===== config.mk =====
export PLATFORM = sky130hd
export DESIGN_NAME = regfile_param
export DESIGN_NICKNAME = d
export VERILOG_FILES = /design/src/rtl/regfile_param.sv
export SDC_FILE = /design/constraint.sdc
export NUM_CORES = 2
export LEC_CHECK = 0
export CAP_MARGIN = 20
export CELL_PAD_IN_SITES_DETAIL_PLACEMENT = 0
export CELL_PAD_IN_SITES_GLOBAL_PLACEMENT = 2
export CORE_UTILIZATION = 52
export CTS_CLUSTER_SIZE = 40
export DETAILED_ROUTE_END_ITERATION = 10
export GPL_ROUTABILITY_DRIVEN = 0
export PLACE_DENSITY = 0.9
export SLEW_MARGIN = 20
export SYNTH_ARGS = -nofsm -noshare
export SYNTH_HDL_FRONTEND = slang
export SYNTH_SLANG_ARGS = --single-unit

===== constraint.sdc =====
create_clock -name clock -period 13.8 [get_ports clock]
set_input_delay 1.38 -clock clock [delete_from_list [all_inputs] [get_ports clock]]
set_output_delay 1.38 -clock clock [all_outputs]
set_load 0.1 [all_outputs]

===== src/rtl/regfile_param.sv =====
// rtl/regfile_param.sv - parametrised integer register file with init sequencer, x0 and write bypass
// Reads are forced to 0 until the post-reset scan has visited every entry.
module regfile_param #(
  parameter int XLEN      = 64,
  parameter int NREGS     = 32,
  parameter int ZERO_REG  = 1,
  parameter int BYPASS    = 1,
  parameter int INIT_MODE = 0,
  parameter int AW        = $clog2(NREGS)
) (
  input  logic            clock,
  input  logic            reset,
  input  logic [AW-1:0]   rs1,
  input  logic [AW-1:0]   rs2,
  input  logic [AW-1:0]   rd,
  input  logic [XLEN-1:0] writeData,
  input  logic            regWrite,
  output logic [XLEN-1:0] readData1,
  output logic [XLEN-1:0] readData2,
  output logic            ready
);

  localparam logic [0:0]    ST_INIT = 1'b0;
  localparam logic [0:0]    ST_RUN  = 1'b1;
  localparam logic [AW-1:0] LAST    = AW'(NREGS - 1);

  logic [0:0]      state;
  logic [AW-1:0]   init_cnt;
  logic [XLEN-1:0] init_val;
  logic            user_we;
  logic            run;
  logic [XLEN-1:0] mem [NREGS];

  assign run      = (state == ST_RUN);
  assign init_val = (INIT_MODE != 0) ? XLEN'(init_cnt) : '0;
  assign user_we  = regWrite && !((ZERO_REG != 0) && (rd == '0));

  always_ff @(posedge clock) begin
    if (!reset) begin
      state    <= ST_INIT;
      init_cnt <= '0;
      ready    <= 1'b0;
    end else if (state == ST_INIT) begin
      init_cnt <= init_cnt + 1'b1;
      if (init_cnt == LAST) begin
        state <= ST_RUN;
        ready <= 1'b1;
      end
    end
  end

  // Storage has no reset: the scan overwrites every entry before reads are released.
  always_ff @(posedge clock) begin
    if (reset) begin
      if (!run) begin
        mem[init_cnt] <= init_val;
      end else if (user_we) begin
        mem[rd] <= writeData;
      end
    end
  end

  always_comb begin
    readData1 = '0;
    if (run) begin
      if ((ZERO_REG != 0) && (rs1 == '0)) begin
        readData1 = '0;
      end else if ((BYPASS != 0) && regWrite && (rd == rs1)) begin
        readData1 = writeData;
      end else begin
        readData1 = mem[rs1];
      end
    end
  end

  always_comb begin
    readData2 = '0;
    if (run) begin
      if ((ZERO_REG != 0) && (rs2 == '0)) begin
        readData2 = '0;
      end else if ((BYPASS != 0) && regWrite && (rd == rs2)) begin
        readData2 = writeData;
      end else begin
        readData2 = mem[rs2];
      end
    end
  end

endmodule


Yosys cells after proc, flatten, opt, wreduce, memory -nomap -nowiden --
Memories as Yosys holds them, arrays and structs flattened. Index checks and enable logic that the tools add are counted.
Operators by class: add/sub/neg operators 1, multipliers 0, div/mod/pow operators 0, magnitude comparators 0, eq/ne operators 3, shift-type cells 0, mux-type cells 18, bitwise logic cells 1, reduce and logical (&&, ||, !) cells 9
Operators with widths (number):
- 64-bit 2-to-1 mux | 7
- 64-bit OR reduction | 1
- 5-bit logical NOT | 3
- 5-bit == test | 2
- 1-bit 2-to-1 mux | 10
- 5-bit by 1-bit adder with 5-bit output, second input constant | 1
- 5-bit == test, second input constant | 1
- 5-bit 2-to-1 mux | 1
- 1-bit logical AND | 3
- 2-bit AND reduction | 1
- 1-bit logical NOT | 1
- 1-bit NOT | 1
Word-level totals: bits in registers 7, latch bits 0, memory bits (writable) 2048, bits in read-only memories 0, input bits 82, output and inout port bits 129, logic and storage cells 36, memories kept 1
Memories:
- mem | depth 32, width 64, rd ports 2, clocked after Yosys merged registers in 0, write ports 1, line 32 | logic [XLEN-1:0] mem [NREGS];

Longest topological paths before layout --
depth after elaboration 9, mapped depth 11, mapped depth without buffers 5

Worst setup path before layout --
OpenSTA, ideal clock, no wires.
path type input port to flip-flop, from input port rd[1], to memory mem[17][0], enable pin, library setup time 486 ps, arrival 5465 ps, required time 13314 ps, setup slack 7849 ps, stages on the path 8, path buffers 3, cells stage by stage buf_2 > or4_1 > o21a_1 > buf_2 > buf_2 > nor3_1 > a21oi_1 > nor2_1
On the way: word-level cells in the longest chain between the ends 9, elaborated cells between the ends (all ways) 10, classes of those cells mux: 6; reduce/logical: 4
RTL lines:
- start: declaration | line 15 | input logic [AW-1:0] rd,
- 5-bit logical NOT | line 36 | assign user_we = regWrite && !((ZERO_REG != 0) && (rd == '0));
- 1-bit logical NOT | line 36
- 1-bit logical AND | line 36
- 1-bit 2-to-1 mux | line 57 | end else if (user_we) begin
- 1-bit 2-to-1 mux | line 55 | if (!run) begin
- 1-bit 2-to-1 mux | line 54 | if (reset) begin
- 1-bit 2-to-1 mux (implied by the code) | line 58 | mem[rd] <= writeData;
- 64-bit OR reduction (no line)
- 5-bit 2-to-1 mux (no line) or 1-bit 2-to-1 mux (tied branches)
- end: declaration | line 32
Several ways; a longest one is shown, not always the timed one.

Worst setup path in the final report --
from input port rs2[0], to output port readData2[49]
On the way: word-level cells in the longest chain between the ends 5, elaborated cells between the ends (all ways) 7, classes of those cells eq/ne: 1; mux: 3; reduce/logical: 2; memory: 1
RTL lines:
- start: declaration | line 14 | input logic [AW-1:0] rs2,
- branches (longest 3 deep; another with memory 32 x 64 bit)
- 64-bit 2-to-1 mux * | line 79 | if ((ZERO_REG != 0) && (rs2 == '0)) begin
- 64-bit 2-to-1 mux * | line 78 | if (run) begin
- end: declaration | line 19 | output logic [XLEN-1:0] readData2,
Mark *: on every way between the ends.

==> results_tabular.tex <==
\begin{tabular}{lr}
\hline
Metric & Value \\
\hline
\multicolumn{2}{l}{\textbf{Run status}} \\
Status & finished, final reports clean \\
\multicolumn{2}{l}{\textbf{STA}} \\
Setup repair after global routing missed its margin & false \\
Slew Limit Headroom & 15.4\% \\
Final min period & around 8.2 ns \\
Achievable clock frequency & 0.122 GHz \\
Setup-failing EPs final & 0 \\
Worst setup skew after layout & 0.0397 ns \\
Transition time at the pin with the least slew margin & 1.27 ns \\
Portion of the clock cycle consumed by the worst path in the final layout & 59.4\% \\
Setup TNS & 0 ns \\
Max Transition Viols Final & 0 \\
Final hold violation count & 0 \\
Worst hold slack after final layout & 0.475 ns \\
\multicolumn{2}{l}{\textbf{GRT}} \\
Global-route wire length before repair & 460000 µm \\
Maximum number of pins on one net before global-route repair & 111 \\
Global router's overall resource usage & 34.4\% \\
Antenna violations before repair & 14 \\
Final global-route overflow total & 0 \\
Via count of the first global-routing pass & 61300 \\
\multicolumn{2}{l}{\textbf{Logic synthesis}} \\
Synth Area per Inst & around 18 µm² \\
Post-synthesis async set-or-reset flop share & 0\% \\
Sequential area share after synthesis & 63.0\% \\
Cell area after synthesis & 97800 µm² \\
Distinct cell type count after synthesis & 59 \\
Yosys warning total & 0 \\
Most used flip-flop cell after synthesis & sky130\_fd\_sc\_hd\_\_edfxtp\_1 \\
Nets in the synthesized netlist & 5658 \\
Count of mapped cells out of synthesis & 5574 \\
Flop and latch count out of synthesis & 2055 \\
EDFF count, synth & 2048 \\
\multicolumn{2}{l}{\textbf{Layout}} \\
Commonest non-fill, non-tap cell in the layout & sky130\_fd\_sc\_hd\_\_edfxtp\_1 \\
Post-layout util & 58.5\% \\
Ratio of cells with drive above 1 in the final layout & 21.7\% \\
Layout Area Growth over Synthesis & 11.2\% \\
Filler cell count & 13600 \\
Commonest cells after routing, fill and taps aside & 2048 x sky130\_fd\_sc\_hd\_\_edfxtp\_1, 872 x sky130\_fd\_sc\_hd\_\_mux2i\_1, 640 x sky130\_fd\_sc\_hd\_\_mux4\_2 \\
Final nets & 5753 \\
\multicolumn{2}{l}{\textbf{Placement}} \\
Placed wire-length estimate & 176000 µm \\
Port bufs & 210 \\
\multicolumn{2}{l}{\textbf{Clock network}} \\
Cell at the root of the clock tree & sky130\_fd\_sc\_hd\_\_clkbuf\_16 \\
CTS H-Tree Depth & 4 \\
Bufs on Longest Clock Path & 3 \\
Number of clock sinks & between 2000 and 2500 \\
Number of buffers created by CTS & around 210 \\
Clk Latency, worst-skew pair & 0.87 ns \\
Post-CTS Setup Bufs & 0 \\
Reg clk slew, reported paths & 0.06 ns \\
TritonCTS clock tree & built \\
PostCTS Resize Cnt & 0 \\
Quantity of hold-fixing buffers added after cts & 0 \\
\multicolumn{2}{l}{\textbf{Die}} \\
Top-level port count & 211 \\
Number of placement rows & 158 \\
Die extent in y & 436 µm \\
Die Wd & 436 µm \\
Total Die Area & roughly 190000 µm² \\
Core area & 186000 µm² \\
Starting utilization of the core area & between 50\% and 60\% \\
\multicolumn{2}{l}{\textbf{Worst hold path}} \\
Min-delay worst type & reg2reg \\
Start point of the worst hold path & ready \\
Sink of the worst hold path & ready \\
Worst hold path depth & 1 \\
\multicolumn{2}{l}{\textbf{Pwr}} \\
IR Drop Worst-Case VDD & 100 µV \\
P\_int & 10300 µW \\
Sequential power share & 51.0\% \\
P per Cell Area & 123 nW/µm² \\
Clock share of power & between 40\% and 50\% \\
Switching power & between 3000 and 4000 µW \\
Static power due to leakage & 0.0344 µW \\
Part of the total power dissipated in combinational logic & slightly below 7\% \\
Fraction of power spent switching nets & 23.2\% \\
\multicolumn{2}{l}{\textbf{Routing}} \\
Number of remaining DRC errors & 0 \\
Ratio of routed vias to standard cells & 7.44 \\
WL/cell & 39.5 µm \\
Number of DRC markers after the initial detailed-route iteration & 9701 \\
Pre-antenna DRT Iters & 6 \\
Detailed-route via count & around 62000 \\
Total Routed Length & 329000 µm \\
Remaining antenna violation count after routing & 0 \\
\multicolumn{2}{l}{\textbf{Worst setup path}} \\
Data arrival time of the worst path & 6.82 ns \\
CP Class & in2out \\
Nature of the critical path endpoint & output pin \\
Setup crit start kind & input pin \\
Reg-to-Reg Start & run \\
Number of cells on the worst reg-to-reg path & 7 \\
Register-to-Register Setup Slack & 8.07 ns \\
Req. time, crit path & 12.42 ns \\
Crit Reg-Reg Endpoint & mem[12][50] \\
Worst-path fanout max & 93 \\
\multicolumn{2}{l}{\textbf{Flow run}} \\
Max-Cap Viols & 0 \\
\hline
\end{tabular}
-- layer usage --
layer  track usage, %  vias up  part of all wire (%)
met1             46.8    32200                    36
met5                0        -                 0.026
met2             52.8     5055                    46
li1                 -    23800                     -
met4             14.5       14                   4.8
met3             8.63      911                    14
-- layout make-up --
class                   count  area [µm²]  share of cell area (%)
diodes                      6        15.0                  0.0138
flip-flops and latches   2055       61600                    56.7
well taps                2480        3100                    2.85
repair buffers            372        3460                    3.18
multi-input cells        3024       33800                    31.1
clock buffers             257        5450                    5.01
clock inverters           129        1250                    1.15
inverters                   7        28.8                  0.0265
-- worst max path at each step --
| stage | from | end | slack, ns |
|---|---|---|---|
| after CTS | rs2[0] | readData2[49] | 5.64 |
| after floorplan | rd[1] | mem[17][0] | 7.85 |
| final | rs2[0] | readData2[49] | 5.60 |
| after global placement | rs2[0] | readData2[58] | 5.39 |
| after global routing | rs2[0] | readData2[49] | 5.41 |
| after detailed placement | rs2[0] | readData2[49] | 5.63 |
-- per-stage QoR --
step	instances	worst slack, ns	total power (µW)	cell area (µm²)
2_1_floorplan	5574	7.85	7530	97800
3_3_place_gp	7936	5.39	7840	102000
3_5_place_dp	7936	5.63	7840	102000
4_1_cts	8322	5.64	13300	109000
5_1_grt	8324	5.41	13600	109000
6_report	8330	5.60	13400	109000
-- critical path: stages --
cell,delay [ns]
sky130_fd_sc_hd__buf_8,0.43
sky130_fd_sc_hd__buf_12,0.55
sky130_fd_sc_hd__buf_4,0.83
sky130_fd_sc_hd__buf_4,0.83
sky130_fd_sc_hd__mux4_2,0.60
sky130_fd_sc_hd__a22o_1,0.25
sky130_fd_sc_hd__a31oi_1,0.28
sky130_fd_sc_hd__a31oi_1,0.27
sky130_fd_sc_hd__clkdlybuf4s50_1,1.07
-- sequential cells by signal (all words and copies together), names as in the netlist --
name / count
ready: 1
mem: 2048
init_cnt: 5
run: 1
-- power groups by stage --
stage          Sequential (µW)  Combinational, µW  Clock (µW)
6_report                  6820                923        5620
5_1_grt                   6820                937        5850
4_1_cts                   6820                897        5620
3_5_place_dp              6950                893           0
3_3_place_gp              6950                894           0
2_1_floorplan             6950                579           0
-- cell usage after synthesis, drive strengths merged (60+ instances only) --
cell type / count / area share (%)
edfxtp: 2048 / 63
mux2i: 872 / 8.9
mux4: 640 / 15
buf: 258 / 1.9
o21ai: 245 / 1.3
clkbuf: 230 / 0.91
o22ai: 163 / 1.0
a22oi: 141 / 1.1
o221ai: 133 / 1.2
a31oi: 105 / 0.67
nand2: 95 / 0.36
and2: 84 / 0.54
mux2: 82 / 0.94
a21oi: 60 / 0.31
-- kinds of logic (layout without fill, tap and decap cells) --
family,Yosys count,after routing,share of synthesized area [%]
mux,1594,1594,24.6
flops,2055,2055,63.0
compound gates,1058,1058,7.52
buf+inv,495,765,2.80
xor+xnor,12,12,0.107
other cells,0,6,0
simple gates,358,358,1.88
fa+ha+maj,2,2,0.0256
(Power assumes the default switching activity.)
